==> config.mk <==
export PLATFORM = sky130hd
export DESIGN_NAME = uart_tx
export DESIGN_NICKNAME = d
export VERILOG_FILES = /design/src/rtl/uart_tx.sv
export SDC_FILE = /design/constraint.sdc
export NUM_CORES = 1
export LEC_CHECK = 0
export ABC_AREA = 1
export CORE_MARGIN = 2
export CORE_UTILIZATION = 63
export DETAILED_ROUTE_END_ITERATION = 10
export PLACE_DENSITY = 0.95
export SLEW_MARGIN = 30
export SYNTH_ARGS = -nofsm -noshare
export SYNTH_HDL_FRONTEND = slang
export SYNTH_SLANG_ARGS = --single-unit
==> constraint.sdc <==
create_clock -name clk -period 6.42 [get_ports clk]
set_clock_uncertainty 0.1 [all_clocks]
set_input_delay 0.963 -clock clk [delete_from_list [all_inputs] [get_ports clk]]
set_output_delay 0.963 -clock clk [all_outputs]
set_load 0.05 [all_outputs]
==> src/rtl/uart_tx.sv <==
// rtl/uart_tx.sv - 8N1 UART transmitter: 32-bit words through a FIFO, sent LSB byte first, with a sent-byte address counter
module uart_tx #(
    parameter int BPS_CNT    = 10416,
    parameter int FIFO_DEPTH = 4
) (
    input  logic        clk,
    input  logic        reset,
    input  logic [31:0] DataIn,
    input  logic        DataValid,
    output logic        DataReady,
    output logic        tx,
    output logic        Busy,
    output logic        Sent,
    output logic [31:0] Address
);
    localparam int AW = $clog2(FIFO_DEPTH);
    localparam int CW = $clog2(BPS_CNT);

    typedef enum logic [1:0] {S_IDLE, S_START, S_DATA, S_STOP} state_t;

    state_t        state;
    state_t        state_nx;

    logic [31:0]   mem [FIFO_DEPTH];
    logic [AW-1:0] wr_ptr;
    logic [AW-1:0] rd_ptr;
    logic [AW:0]   count;
    logic          full;
    logic          empty;
    logic          push;
    logic          pop;

    logic [CW-1:0] baud_cnt;
    logic [2:0]    bit_idx;
    logic [1:0]    byte_idx;
    logic [31:0]   shreg;
    logic          bit_end;
    logic          tx_nx;
    logic          word_done;
    logic          done_d;

    assign full      = (count == (AW+1)'(FIFO_DEPTH));
    assign empty     = (count == '0);
    assign DataReady = !full;
    // No pass-through: a full FIFO refuses a word even on the cycle it pops.
    assign push      = DataValid && !full;
    assign bit_end   = (baud_cnt == CW'(BPS_CNT - 1));
    assign Busy      = !empty || (state != S_IDLE);

    // FIFO storage; contents need no reset because count gates every read.
    always_ff @(posedge clk) begin
        if (push) begin
            mem[wr_ptr] <= DataIn;
        end
    end

    // FIFO pointers and occupancy; simultaneous push and pop leave count unchanged.
    always_ff @(posedge clk or posedge reset) begin
        if (reset) begin
            wr_ptr <= '0;
            rd_ptr <= '0;
            count  <= '0;
        end else begin
            if (push) begin
                wr_ptr <= wr_ptr + AW'(1);
            end
            if (pop) begin
                rd_ptr <= rd_ptr + AW'(1);
            end
            case ({push, pop})
                2'b10:   count <= count + (AW+1)'(1);
                2'b01:   count <= count - (AW+1)'(1);
                default: count <= count;
            endcase
        end
    end

    // FSM state register.
    always_ff @(posedge clk or posedge reset) begin
        if (reset) begin
            state <= S_IDLE;
        end else begin
            state <= state_nx;
        end
    end

    // Next-state logic, line level for the next cycle, FIFO pop and word completion.
    always_comb begin
        state_nx  = state;
        tx_nx     = 1'b1;
        pop       = 1'b0;
        word_done = 1'b0;
        case (state)
            S_IDLE: begin
                if (!empty) begin
                    pop      = 1'b1;
                    state_nx = S_START;
                end
            end
            S_START: begin
                tx_nx = 1'b0;
                if (bit_end) begin
                    state_nx = S_DATA;
                end
            end
            S_DATA: begin
                tx_nx = shreg[bit_idx];
                if (bit_end && (bit_idx == 3'd7)) begin
                    state_nx = S_STOP;
                end
            end
            S_STOP: begin
                if (bit_end) begin
                    if (byte_idx == 2'd3) begin
                        word_done = 1'b1;
                        state_nx  = S_IDLE;
                    end else begin
                        state_nx  = S_START;
                    end
                end
            end
            default: state_nx = S_IDLE;
        endcase
    end

    // Datapath: baud/bit/byte counters, shift register, registered line,
    // and completion pulse delayed to line the pulse up with the end of the registered stop bit.
    always_ff @(posedge clk or posedge reset) begin
        if (reset) begin
            baud_cnt <= '0;
            bit_idx  <= '0;
            byte_idx <= '0;
            shreg    <= '0;
            tx       <= 1'b1;
            done_d   <= 1'b0;
            Sent     <= 1'b0;
            Address  <= '0;
        end else begin
            tx     <= tx_nx;
            done_d <= word_done;
            Sent   <= done_d;
            if (done_d) begin
                Address <= Address + 32'd4;
            end
            if ((state == S_IDLE) || bit_end) begin
                baud_cnt <= '0;
            end else begin
                baud_cnt <= baud_cnt + CW'(1);
            end
            if (pop) begin
                shreg    <= mem[rd_ptr];
                byte_idx <= '0;
                bit_idx  <= '0;
            end
            if ((state == S_DATA) && bit_end) begin
                bit_idx <= bit_idx + 3'd1;
            end
            if ((state == S_STOP) && bit_end && (byte_idx != 2'd3)) begin
                byte_idx <= byte_idx + 2'd1;
                shreg    <= {8'h00, shreg[31:8]};
            end
        end
    end
endmodule

Word level (Yosys, flattened, before mapping)
Memory sizes are Yosys's and may differ from the RTL's.
Index checks and enable logic that the tools add are counted.

word-level totals
  input bits = 35
  word-level logic and storage cells = 76
  bits in registers = 95
  bits in writable memories = 128
  memories = 1

memory list
  name  words  width  read ports  clocked after Yosys merged registers in  write ports  line  source
  mem   4      32     1           0                                        1            24    logic [31:0] mem [FIFO_DEPTH];

operators by class
  $add $sub $neg = 8
  reduce and logical (&&, ||, !) cells = 16
  equal/unequal tests = 14
  order comparisons = 1
  muxes and demuxes = 24

operators with widths
  operator                                             number
  two-way mux 32 bit                                   2
  adder 32 x 3 -> 32 bit, second input constant        1
  adder 14 x 1 -> 14 bit, second input constant        1
  equality test 14 bit, second input constant          1
  two-way mux 14 bit                                   1
  two-way mux 2 bit                                    6
  inequality test 2 bit, second input constant         5
  two-way mux 1 bit                                    9
  equality test 2 bit, second input constant           4
  one-hot mux 2 bit (4 select lines)                   1
  nonzero test 2 bit                                   4
  adder 2 x 1 -> 2 bit, second input constant          3
  adder 3 x 1 -> 3 bit, second input constant          2
  equality test 3 bit, second input constant           2
  < comparator 3 x 6 -> 1 bit, second input constant   1
  two-way mux 3 bit                                    2
  one-hot mux 3 bit (2 select lines)                   1
  logical AND 1 bit                                    5
  equality test 2 x 1 -> 1 bit, second input constant  2
  AND reduction 4 bit                                  1
  binary-select mux 1 bit (select 3 bit)               1
  logical NOT 3 bit                                    1
  subtractor 3 x 1 -> 3 bit, second input constant     1
  logical NOT 1 bit                                    2
  3 further kinds                                      4

Depth between registers and ports, before layout
  depth in word-level cells = 5
  depth in mapped cells = 11
  depth with buffers taken out = 10

Least setup slack after synthesis
Ideal clock, no wire load.

  kind = reg-to-reg
  start = reg count[1]
  end = mem mem[0][0] (enable)
  path buffers = 0
  cell stages (with the launch flop) = 5
  path slack = 3365 ps
  arrival = 2534 ps
  data required time = 5899 ps
  cell sequence = dfrtp_1 inv_1 nand3_1 nand2_1 nor2_1

on the way
  longest elaborated chain between the ends = 5

ends and longest elaborated chain
  item                                     line  source
  start, declared                          27    logic [AW:0] count;
  start signal, assigned                   71    2'b10: count <= count + (AW+1)'(1);
  start signal, assigned                   72    2'b01: count <= count - (AW+1)'(1);
  start signal, assigned                   73    default: count <= count;
  equality test 3 bit                      42    assign full = (count == (AW+1)'(FIFO_DEPTH));
  logical NOT 1 bit                        --
  via DataReady                            10    output logic DataReady,
  logical AND 1 bit                        46    assign push = DataValid && !full;
  two-way mux 1 bit                        52    if (push) begin
  two-way mux 1 bit (not written as such)  53    mem[wr_ptr] <= DataIn;
  end, declared                            24

The timed path passes the listed nets, and every way through them passes these cells.

Worst setup path after layout
  start = reg state[0]
  end = out Busy

on the way
  longest elaborated chain between the ends = 2

ends and longest elaborated chain
  item                    line  source
  start, declared         21    state_t state;
  start signal, assigned  83    state <= state_nx;
  nonzero test 2 bit      48    assign Busy = !empty || (state != S_IDLE);
  logical OR 1 bit        48
  end, declared           12    output logic Busy,

No other way between the ends.

==> run_results.csv <==
group,metric,value,unit
run_status,status,"completed",
placed_design,place_inst,1138,
route,ant_nets,0,
setup_path,cp-end-kind,"primary output",
sta,max_freq,297,MHz
setup_path,cp_num_buf_inv,4,
setup_path,worstPathCellList,"inv_1 > ha_1 > inv_1 > nor2_1 > inv_1 > clkdlybuf4s50_1",
final_layout,stdcell_count,1177,
final_layout,fin_area,11200,um^2
floorplan,initial_core_util,0.637,
final_layout,n_antenna_cell,0,
floorplan,dieArea,16200,um^2
final_layout,multi_input_area,3000,um^2
sta,grt_setup_unrepaired,"no",
clocking,numCtsBuffers,22,
hold_path,min_to,"count[0]",
clocking,cts_sinks,221,
pwr,power_leakage,4.50,nW
logic_synthesis,synth.most_common_cell,"nand2_1",
job,cap_violations,0,
route,drc,0,
placed_design,port_buffers,68,
setup_path,max_stage_delay,0.81,ns
hold_path,min-delay-path-class,"flip-flop to flip-flop",
logic_synthesis,yosysTopAreaCell,"edfxtp_1",
setup_path,slowest_stage,"clkdlybuf4s50_1",
floorplan,die_h,127,um
setup_path,critPathKind,"flip-flop to primary output",
placed_design,hpwl,12000,um
final_layout,syn_to_final_growth,16.5,%
clocking,cts_tree,"built",
pwr,comb_power_share,0.088,
setup_path,required,5.36,ns
clocking,cts_hold_buf,0,
setup_path,r2r_setup_slack,3.71,ns
global_route,grt_pass1_wl,32900,um
placed_design,gp_congestion,0.868,
sta,fin_crit_sh,0.525,
setup_path,cp_max_fo,4,
setup_path,r2r_cells,7,
sta,period_minus_slack,3.37,ns
logic_synthesis,synth_ff_type,"edfxtp_1",
setup_path,reg2reg_from,"state[1]",
placed_design,placed_area,10400,um^2
logic_synthesis,ys_warn_count,0,
setup_path,cp-start-kind,"flip-flop",
sta,maxSlewViolCount,0,
global_route,grt_pass1_vias,6804,
logic_synthesis,synth.top_cell.area_share,0.401,
setup_path,r2r_end,"shreg[0]",
pwr,power.switching,0.778,mW
global_route,overflow,0,
pwr,sw_frac_of_total,0.231,
clocking,cts_setup_buffers,0,
clocking,post_cts_resized,0,
route,routedWlPerCell,16.9,um
logic_synthesis,synthCells,912,
floorplan,ios,71,
floorplan,fp-row-count,45,
final_layout,drive_gt1_frac,0.0637,
sta,final.setup.tns,0,ns
hold_path,hold_depth,1,
logic_synthesis,seq_area_frac_synth,0.644,
route,wirelength,19900,um
logic_synthesis,ys_seq_elements,221,
floorplan,die_w,127,um
sta,worst_slew_pin_slew,0.769,ns
setup_path,cp_common_cell,"inv_1",
global_route,grt_max_degree,79,
logic_synthesis,async_reset_ff_frac,0.421,
pwr,cellPowerDensity,301,nW/um^2
route,drt-initial-drc-count,675,
final_layout,num-nets-final,1024,
logic_synthesis,synth_edf_count,128,
clocking,cts_max_level,1,
logic_synthesis,syn_area_per_cell,10.5,um^2
sta,finalHoldViolations,0,
clocking,cts.path.max_buffers,3,
logic_synthesis,synthTopCellsByCount,"nand2_1 (132), edfxtp_1 (128), nand3_1 (123)",
logic_synthesis,synthesis.area,9580,um^2
clocking,cts_root_buffer,"clkbuf_16",
floorplan,coreArea,15000,um^2
logic_synthesis,synthTopCellsByArea,"edfxtp_1 (40%), dfrtp_1 (24%), nand3_1 (6.4%)",
logic_synthesis,ys_types,38,
clocking,clkLatencyLatePin,0.51,ns
route,viasPerCell,5.96,
final_layout,post-route-util,0.743,
route,drt_pass1_iterations,5,
final_layout,area.sequential,6170,um^2
hold_path,worstHoldStart,"count[0]",
sta,maxSlewHeadroom,0.484,
final_layout,nFillCells,909,
setup_path,critical_path.top_delay_family,"buffers and inverters",
route,vias,7012,
global_route,grt_usage,0.253,
pwr,pwr-share-clk,0.393,
pwr,intPower,2.58,mW
pwr,p_seq_frac,0.519,
clocking,clk_pin_slew,0.06,ns
global_route,antenna_found_initial,0,
pwr,ir_drop,0.268,mV
sta,finalSetupViolations,0,
setup_path,arrival,2.31,ns
[cell type report]
| class | count | share of cell area |
|---|---|---|
| sequential | 221 | 0.553 |
| multi-input combinational | 585 | 0.269 |
| timing repair buffer | 78 | 0.0680 |
| clock buffer | 25 | 0.0512 |
| inverter | 66 | 0.0223 |
| tap | 188 | 0.0211 |
| clock inverter | 14 | 0.0160 |
[sequential cells by signal, indices dropped and copies added, names as in the netlist]
register  cells
mem         128
shreg        32
Sent          1
Address      30
rd_ptr        2
bit_idx       3
tx            1
byte_idx      2
baud_cnt     14
wr_ptr        2
count         3
done_d        1
state         2
[how the worst max path moves through the flow]
stage	cells past startpoint	to	start
floorplan	1	Address[10]	reset
global placement	4	mem[3][4]	DataValid
detailed placement	4	mem[3][4]	DataValid
CTS	6	Busy	state[0]
global route	6	Busy	state[0]
finish	6	Busy	state[0]
[worst reg2reg max path, stage by stage, from the launching register on]
cell      delay [ns]
dfrtp_1         0.43
ha_1            0.21
nand2_1         0.09
clkinv_1        0.61
nand3_4         0.81
nand2_2         0.17
nand3_1         0.13
nand2_1         0.05
[logic make-up (layout without fill, tap and decap cells)]
group,count (synthesis),count (layout),synth area share
AO/OA/AOI/OAI,118,118,0.0675
adder cells (fa/ha/maj),15,15,0.0204
other,1,2,0.000391
XOR/XNOR,31,31,0.0283
buffers and inverters,107,183,0.0450
AND/OR/NAND/NOR,418,418,0.192
multiplexers,1,1,0.00235
flip-flops,221,221,0.644
[power groups by stage]
stage	logic (mW)	clock network, mW	registers [mW]
finish	0.297	1.32	1.74
global route	0.332	1.39	1.76
CTS	0.303	1.34	1.74
detailed placement	0.299	0	1.77
global placement	0.287	0	1.76
floorplan	0.177	0	1.76
[layer usage]
layer,GRT usage,wire length (um)
met5,0,0
met4,0.0899,642
met3,0.0373,1270
met1,0.319,7720
met2,0.450,10300
[cell usage in the layout, fill, tap and decap left out, types with 2 or more instances in the layout]
| master | instances |
|---|---|
| nor2_2 | 6 |
| ha_1 | 14 |
| a21oi_1 | 8 |
| conb_1 | 2 |
| clkbuf_16 | 22 |
| inv_2 | 3 |
| o211ai_1 | 5 |
| clkbuf_1 | 2 |
| o21ai_0 | 72 |
| nand3_1 | 123 |
| xnor2_1 | 10 |
| bufinv_16 | 4 |
| nand2_1 | 132 |
| edfxtp_1 | 128 |
| o22ai_1 | 31 |
| inv_1 | 61 |
| buf_4 | 9 |
| clkdlybuf4s50_1 | 68 |
| nor3_1 | 14 |
| dfrtp_1 | 92 |
| nor2_1 | 118 |
| or2_2 | 2 |
| nand4_1 | 12 |
| nand3b_1 | 3 |
| clkinv_2 | 5 |
| xor2_1 | 21 |
| clkinv_1 | 5 |
[metrics by stage]
step                      setup slack (ns)  total power [mW]  hold WS [ns]
after floorplan                       2.94              1.94         0.346
after global placement                3.48              2.05         0.363
after detailed placement              3.45              2.07         0.369
after CTS                             3.04              3.38         0.382
after global routing                  2.94              3.48         0.420
final                                 3.05              3.36         0.376
Power figures use the tool's default switching activity.
